$ cat src/rtl/fifo_to_axi.sv
// fifo_to_axi: unpacks 201-bit FWFT FIFO entries into 256-bit AXI4-Stream beats.
// Four entries (phase 0..3) carry three words; tuser is popped once per packet.
module fifo_to_axi #(
    parameter int TDATA_WIDTH   = 32,
    parameter int TUSER_WIDTH   = 128,
    parameter int FIFO_WIDTH    = 201,
    parameter int PAYLOAD_WIDTH = 192
) (
    input  logic                     clk,
    input  logic                     resetn,
    input  logic                     enable,
    input  logic [FIFO_WIDTH-1:0]    fifo_dout,
    input  logic                     fifo_empty,
    output logic                     fifo_rd_en,
    input  logic [TUSER_WIDTH-1:0]   tuser_dout,
    input  logic                     tuser_empty,
    output logic                     tuser_rd_en,
    output logic                     m_tvalid,
    input  logic                     m_tready,
    output logic [TDATA_WIDTH*8-1:0] m_tdata,
    output logic [TDATA_WIDTH-1:0]   m_tkeep,
    output logic [TDATA_WIDTH-1:0]   m_tstrb,
    output logic                     m_tlast,
    output logic [TUSER_WIDTH-1:0]   m_tuser,
    output logic [31:0]              output_fifo_cnt,
    output logic                     framing_err
);

    localparam int DW = TDATA_WIDTH * 8;

    typedef enum logic {
        RUN    = 1'b0,
        RESYNC = 1'b1
    } mode_t;

    mode_t                    mode;
    logic [1:0]               exp_phase;
    logic                     first_pend;
    logic [PAYLOAD_WIDTH-1:0] stash;

    // Head entry fields
    logic [PAYLOAD_WIDTH-1:0] h_pay;
    logic [4:0]               h_code;
    logic [1:0]               h_phase;
    logic                     h_last;
    logic                     h_valid;

    assign h_pay   = fifo_dout[FIFO_WIDTH-1:9];
    assign h_code  = fifo_dout[8:4];
    assign h_phase = fifo_dout[3:2];
    assign h_last  = fifo_dout[1];
    assign h_valid = fifo_dout[0];

    logic present;
    logic out_free;
    logic h_sync;
    logic h_err;
    logic h_complete;

    assign present    = resetn & enable & ~fifo_empty;
    assign out_free   = ~m_tvalid | m_tready;
    assign h_sync     = h_valid & (h_phase == 2'd0) & ~h_last;
    assign h_complete = (h_phase != 2'd0);
    assign h_err      = (h_phase != exp_phase)
                      | ((h_phase == 2'd0) & h_last);

    logic pop;
    logic tpop;
    logic emit;
    logic advance;
    logic err;
    logic resync_exit;

    // Per-cycle decision: pop, discard, emit, flag error or leave resync
    always_comb begin
        pop         = 1'b0;
        tpop        = 1'b0;
        emit        = 1'b0;
        advance     = 1'b0;
        err         = 1'b0;
        resync_exit = 1'b0;
        if (present) begin
            if (mode == RESYNC) begin
                if (h_sync) resync_exit = 1'b1;
                else        pop         = 1'b1;
            end else if (!h_valid) begin
                pop = 1'b1;
            end else if (h_err) begin
                err = 1'b1;
            end else if (!h_complete) begin
                pop     = 1'b1;
                advance = 1'b1;
            end else if (out_free && (!first_pend || !tuser_empty)) begin
                pop     = 1'b1;
                emit    = 1'b1;
                advance = 1'b1;
                tpop    = first_pend;
            end
        end
    end

    assign fifo_rd_en  = pop;
    assign tuser_rd_en = tpop;

    logic [DW-1:0]            word;
    logic [PAYLOAD_WIDTH-1:0] stash_nx;
    logic [TDATA_WIDTH-1:0]   keep;

    // Word assembly from stash and head payload, indexed by phase
    always_comb begin
        word     = '0;
        stash_nx = stash;
        unique case (h_phase)
            2'd0: stash_nx = h_pay;
            2'd1: begin
                word     = {h_pay[63:0], stash};
                stash_nx = {64'd0, h_pay[191:64]};
            end
            2'd2: begin
                word     = {h_pay[127:0], stash[127:0]};
                stash_nx = {128'd0, h_pay[191:128]};
            end
            2'd3: begin
                word     = {h_pay, stash[63:0]};
                stash_nx = '0;
            end
        endcase
    end

    // Byte keep: partial only on the last beat with a nonzero code
    always_comb begin
        keep = '1;
        if (h_last && h_code != 5'd0)
            keep = (TDATA_WIDTH'(1) << h_code) - TDATA_WIDTH'(1);
    end

    // Output beat register and AXI handshake
    always_ff @(posedge clk or negedge resetn) begin
        if (!resetn) begin
            m_tvalid <= 1'b0;
            m_tdata  <= '0;
            m_tkeep  <= '0;
            m_tlast  <= 1'b0;
        end else if (emit) begin
            m_tvalid <= 1'b1;
            m_tdata  <= word;
            m_tkeep  <= keep;
            m_tlast  <= h_last;
        end else if (m_tready) begin
            m_tvalid <= 1'b0;
        end
    end

    assign m_tstrb = m_tkeep;

    // Packet tuser, latched on the first beat of each packet
    always_ff @(posedge clk or negedge resetn) begin
        if (!resetn)   m_tuser <= '0;
        else if (tpop) m_tuser <= tuser_dout;
    end

    // Accepted-beat counter, wraps naturally
    always_ff @(posedge clk or negedge resetn) begin
        if (!resetn)
            output_fifo_cnt <= '0;
        else if (m_tvalid && m_tready)
            output_fifo_cnt <= output_fifo_cnt + 32'd1;
    end

    // Framing FSM: expected phase, run/resync mode, stash, sticky error
    always_ff @(posedge clk or negedge resetn) begin
        if (!resetn) begin
            mode        <= RUN;
            exp_phase   <= 2'd0;
            first_pend  <= 1'b1;
            stash       <= '0;
            framing_err <= 1'b0;
        end else begin
            if (err) begin
                framing_err <= 1'b1;
                mode        <= RESYNC;
            end
            if (resync_exit) begin
                mode       <= RUN;
                exp_phase  <= 2'd0;
                first_pend <= 1'b1;
                stash      <= '0;
            end
            if (advance) begin
                stash <= stash_nx;
                if (emit && h_last) exp_phase <= 2'd0;
                else                exp_phase <= exp_phase + 2'd1;
                if (emit) first_pend <= h_last;
            end
        end
    end

endmodule
$ cat config.mk
export PLATFORM = sky130hd
export DESIGN_NAME = fifo_to_axi
export DESIGN_NICKNAME = d
export VERILOG_FILES = /design/src/rtl/fifo_to_axi.sv
export SDC_FILE = /design/constraint.sdc
export NUM_CORES = 1
export LEC_CHECK = 0
export BUFFER_PORTS_ARGS = -buffer_cell sky130_fd_sc_hd__buf_2
export CORE_AREA = 4 4 319 321
export CTS_CLUSTER_SIZE = 28
export DETAILED_ROUTE_END_ITERATION = 16
export DIE_AREA = 0 0 323 325
export HOLD_SLACK_MARGIN = 0.08
export PLACE_DENSITY = 0.54
export SLEW_MARGIN = 25
export SYNTH_ARGS = -nofsm -noshare
export SYNTH_HDL_FRONTEND = slang
export SYNTH_SLANG_ARGS = --single-unit
$ cat constraint.sdc
create_clock -name clk -period 2.2 [get_ports clk]
set_input_delay 0.44 -clock clk [delete_from_list [all_inputs] [get_ports clk]]
set_output_delay 0.44 -clock clk [all_outputs]
set_load 0.02 [all_outputs]
==> After elaboration in Yosys (flattened, before gate mapping) <==
Cells that the tools add are included.
{ "totals": {"register_bits": 647, "latchBits": 0, "mem_bits_rw": 0, "mem_bits_ro": 0, "input_bits": 335, "out_inout_bits": 485, "word_cells": 85, "n_memories": 0} }
{ "classes": {"n_addsub": 3, "multipliers": 0, "div": 0, "magnitude_cmp": 0, "eq_ne": 4, "n_shift": 1, "n_mux": 43, "bitwise": 10, "n_reduce_logical": 13} }
{ "ops": {"columns": ["operator", "n"], "rows": [
  ["one-hot mux 192 bit (4 select lines)", 1],
  ["one-hot mux 256 bit (3 select lines)", 1],
  ["2-to-1 mux 192 bit", 2],
  ["2-to-1 mux 1 bit", 35],
  ["adder 32 x 1 -> 32 bit (second input constant)", 1],
  ["2-to-1 mux 32 bit", 1],
  ["<< shifter 1 x 5 -> 32 bit (first input constant)", 1],
  ["subtractor 32 x 2 -> 32 bit (second input constant)", 1],
  ["nonzero test 2 bit", 4],
  ["2-to-1 mux 2 bit", 3],
  ["AND 1 bit", 5],
  ["nonzero test 5 bit", 1],
  ["== test 2 bit (second input constant)", 2],
  ["logical AND 1 bit", 4],
  ["inverter 1 bit", 3],
  ["adder 2 x 1 -> 2 bit (second input constant)", 1],
  ["== test 2 x 1 -> 1 bit (second input constant)", 1],
  ["zero test 1 bit", 2],
  ["zero test 2 bit", 1],
  ["!= test 2 bit", 1],
  ["OR 1 bit", 2],
  ["logical OR 1 bit", 1]
]} }

==> Longest topological paths before layout <==
{ "logic_depth": {"depth_word": 12, "ltp_mapped": 11, "depth_no_buf": 7} }

==> Worst setup path before layout <==
Ideal clock, no wire load.
{ "synth_path": {"kind": "input to register", "from": "input port fifo_dout[5]", "to": "register m_tkeep[8]", "setup_time_ns": 0.125, "arrival_ns": 2.449, "t_required_ns": 2.075, "slack_ns": -0.373, "cell_stages": 9, "n_path_buf": 3, "path_cell_list": "clkbuf_1 > nor3_1 > nand3_1 > ha_1 > clkbuf_1 > clkbuf_1 > mux2_2 > a211o_1 > mux2_2"} }
{ "synth_between": {"elab_chain_len": 3, "elab_cells_between_ends": 5, "classes_between": "add/sub: 1; shift: 1; mux: 1; reduce/logical: 2"} }
{ "synth_lines": {"columns": ["item", "line_no", "source"], "rows": [
  ["start, declared", "12", "input logic [FIFO_WIDTH-1:0] fifo_dout,"],
  ["<< shifter 1 x 5 -> 32 bit / nonzero test 5 bit (equally long branches)", "134, 133", null],
  ["subtractor 32 x 2 -> 32 bit / logical AND 1 bit (equally long branches)", "134, 133", null],
  ["2-to-1 mux 32 bit *", "133", "if (h_last && h_code != 5'd0)"],
  ["end signal, assigned", "147", "m_tkeep <= keep;"],
  ["end, declared", "21", "output logic [TDATA_WIDTH-1:0] m_tkeep,"]
]} }
Every way passes the cells marked *; elsewhere a longest branch is shown, timed or not.
A chain may end at the register's enable or synchronous reset.

==> Worst setup path in the final report <==
{ "layout_path": {"from": "register exp_phase[0]", "to": "output port fifo_rd_en"} }
{ "layout_between": {"elab_chain_len": 6} }
{ "layout_lines": {"columns": ["item", "line_no", "source"], "rows": [
  ["start, declared", "37", "logic [1:0] exp_phase;"],
  ["start signal, assigned", "192", "else exp_phase <= exp_phase + 2'd1;"],
  ["!= test 2 bit", "64", "assign h_err = (h_phase != exp_phase)"],
  ["OR 1 bit", "65", "| ((h_phase == 2'd0) & h_last);"],
  ["2-to-1 mux 1 bit", "88", "end else if (h_err) begin"],
  ["2-to-1 mux 1 bit", "86", "end else if (!h_valid) begin"],
  ["2-to-1 mux 1 bit", "83", "if (mode == RESYNC) begin"],
  ["2-to-1 mux 1 bit", "82", "if (present) begin"],
  ["end, declared", "14", "output logic fifo_rd_en,"]
]} }
No other way between the ends.

==> results.ini <==
[placed_design]
routabilityCongestion=0.856
hpwl_mm=81.1
numPortBuffers=819
dpl.cell_count=4693

[detailed_routing]
ant_nets=0
dr.pass1.iters=5
num_vias=25483
drc_errors=0
wirelength_mm=119
wl_per_cell_um=23.2
vias_per_cell=4.97
drt_iter0_drc=1422

[cells_and_area]
finalNonFillerCells=5125
fillerInstances=9385
fin_nets=4089
register_area_um2=16200
multi_input_area_um2=14000
layout-drive-gt1-share_pct=42.5
syn_to_final_growth_pct=41.8
postLayoutCoreUtil_pct=44.5

[synth]
synth_edf_count=0
ys.flop_type=dfrtp_1
syn_inst=2669
synthArstFlopShare_pct=100
ys_ff_latch=647
yosysWarnings=0
avgSynthCellArea_um2=11.7
synth_fp_nets=3006
synth_xor_area_share_pct=0.928
ys_seq_area_share_pct=52.0
yosys.area_share.adder_pct=0.0803
yosysUniqueCellTypes=59
synth_compound_area_share_pct=10.3
synth_area_um2=31100
synth.mux.area_fraction_pct=23.3
synth_top_family_by_area=multiplexers
synthSimpleGateAreaFrac_pct=8.18

[global_route]
grt-ovfl-total=0
first_global_vias=25107
grt_first_pass_wirelength_mm=163
grt_usage_pct=20.4
grt_max_degree=169
antenna_found_initial=26

[setup_path]
cp_data_arrival_time_ns=2.08
critical_path_class=register to output pin
cp_data_required_time_ns=1.76
cp-end-kind=output pin
start_kind=register
crit_fanout=3

[sta]
min_period_over_period_pct=115
max_freq_mhz=397
setup_ws_ns=-0.320
setup_tns_ns=-11.34
rsz0062_at_grt=true
skew_ns=0.0287
slew-limit-headroom_pct=32.7
finalSetupViolCount=256
slew_viol_final=0
tightest_slew_ns=1.01
hold_violations=0
fin_crit_ns=2.52

[floorplanning]
die_h_um=325
die_w_um=323
coreArea_um2=99300
io_pins=820
start_util_pct=31.4
dieArea_um2=105000
rows=116

[clock_tree]
cts_tree=built
path_clk_slew_ns=0.06
cts_buffer_depth=3
insertion_delay_ns=0.64
cts_buffers=77
clkSinkCount=647
cts_root_buf=clkbuf_16
htree_levels=3

[outcome]
status=finished, violations left
violations=setup timing

[pwr]
irDropWorstVdd_mv=0.533
combPwrFrac_pct=19.9
switchingPower_mw=10.1
leakagePower_nw=22.5
p_clk_share_pct=38.3
p_int_mw=23.9
pwr-share-seq_pct=41.8
powerDensity_nw_per_um2=770
swShare_pct=29.7

[run]
drv_cap=0

[hold_path]
hold_class=input pin to register

power by group through the flow:
| stage | clock (mW) | combinational, mW | sequential, mW |
|---|---|---|---|
| after floorplan | 0 | 2.65 | 15.2 |
| after global placement | 0 | 6.17 | 14.4 |
| after detailed placement | 0 | 6.23 | 14.4 |
| after CTS | 13.4 | 6.55 | 14.2 |
| after global routing | 13.9 | 7.32 | 14.4 |
| final | 13.0 | 6.76 | 14.2 |
layout make-up:
type	count	area share (%)
Inverter	87	0.742
Tap cell	1298	3.68
Antenna cell	17	0.0964
Timing Repair Buffer	1246	21.4
Clock inverter	22	0.612
Clock buffer	115	5.15
Multi-Input combinational cell	1693	31.7
Sequential cell	647	36.7
worst paths after layout:
check	startpoint	to	slack [ns]	cells after the start
worst min register to register	output_fifo_cnt[31]	output_fifo_cnt[31]	0.47	1
worst max-delay path	exp_phase[0]	fifo_rd_en	-0.32	6
max in group asynchronous	resetn	stash[93]	0.44	6
worst max register to register	exp_phase[0]	m_tdata[177]	-0.14	10
worst min-delay path	tuser_dout[125]	m_tuser[125]	0.14	2
min in group asynchronous	resetn	m_tuser[123]	0.47	4
synth_stat cells, drive strengths merged (53+ instances only):
library cell / number / share of area, %
inv: 86 / 1.0
nand2b: 53 / 1.1
and2: 71 / 1.4
a221o: 64 / 2.1
buf: 138 / 2.9
mux2: 415 / 15
a21oi: 119 / 1.9
clkbuf: 104 / 1.3
dfrtp: 646 / 52
nand2: 247 / 3.0
nor2: 81 / 0.98
a22o: 130 / 3.7
mux2i: 258 / 8.3
cells by family after synthesis:
kind of cell	count (synthesis)
AND/OR/NAND/NOR	537
XOR/XNOR	33
AO/OA/AOI/OAI	448
multiplexers	673
flip-flops	647
adder cells (fa/ha/maj)	2
buffers and inverters	329
layer usage:
| metal | track usage (%) | up-vias | routed length [um] |
|---|---|---|---|
| li1 | - | 11678 | - |
| met1 | 23.9 | 12779 | 47300 |
| met3 | 6.41 | 189 | 9120 |
| met2 | 34.3 | 823 | 58000 |
| met5 | 0 | - | 90 |
| met4 | 8.73 | 14 | 4440 |
flip-flops by register name, summed over array words and instances (netlist names):
name             count
exp_phase            2
first_pend           1
framing_err          1
m_tdata            256
m_tkeep             32
m_tlast              1
m_tuser            128
m_tvalid             1
mode                 1
output_fifo_cnt     32
stash              192
placed cells by master, fill, tap and decap left out, drive strengths merged, types with 3 or more instances in the layout:
cell type / n
a21o: 5
a21oi: 119
a221o: 64
a22o: 130
a31oi: 52
and2: 71
and3: 11
and4: 5
buf: 1027
bufinv: 5
clkbuf: 150
clkinv: 14
dfrtp: 646
diode: 17
dlygate4sd3: 184
inv: 88
mux2: 415
mux2i: 258
nand2: 247
nand2b: 53
nand3: 20
nand4: 14
nor2: 81
nor2b: 7
nor3: 9
nor3b: 3
nor4: 3
o211ai: 6
o21a: 4
o21ai: 52
o31ai: 3
or2: 3
xnor2: 28
xor2: 5
through the flow:
step	cell area [um^2]	setup slack, ns	power, mW	hold WS, ns
floorplan	31200	-0.00987	17.8	0.144
global placement	37300	-0.265	20.5	0.452
detailed placement	37300	-0.307	20.6	0.463
CTS	41800	-0.423	34.1	0.0808
global route	44100	-0.449	35.6	0.0927
finish	44200	-0.320	34.0	0.143
timing repair:
action	4_1_cts	5_1_grt
hold buffers	184	0
resized for setup	6	231
buffers inserted	4	48
pin swaps	4	1
endpoints found under the hold margin	379	0
gates cloned	0	45
setup endpoints to repair	2	374
worst max-delay path, cell delays in order, from the launching register on:
cell and delay [ns]:
dfrtp_2 0.43, xnor2_2 0.20, o211a_4 0.21, a21oi_1 0.07, a311oi_2 0.23, buf_4 0.18, buf_6 0.12
No activity file was read; power rests on OpenSTA's default activity.
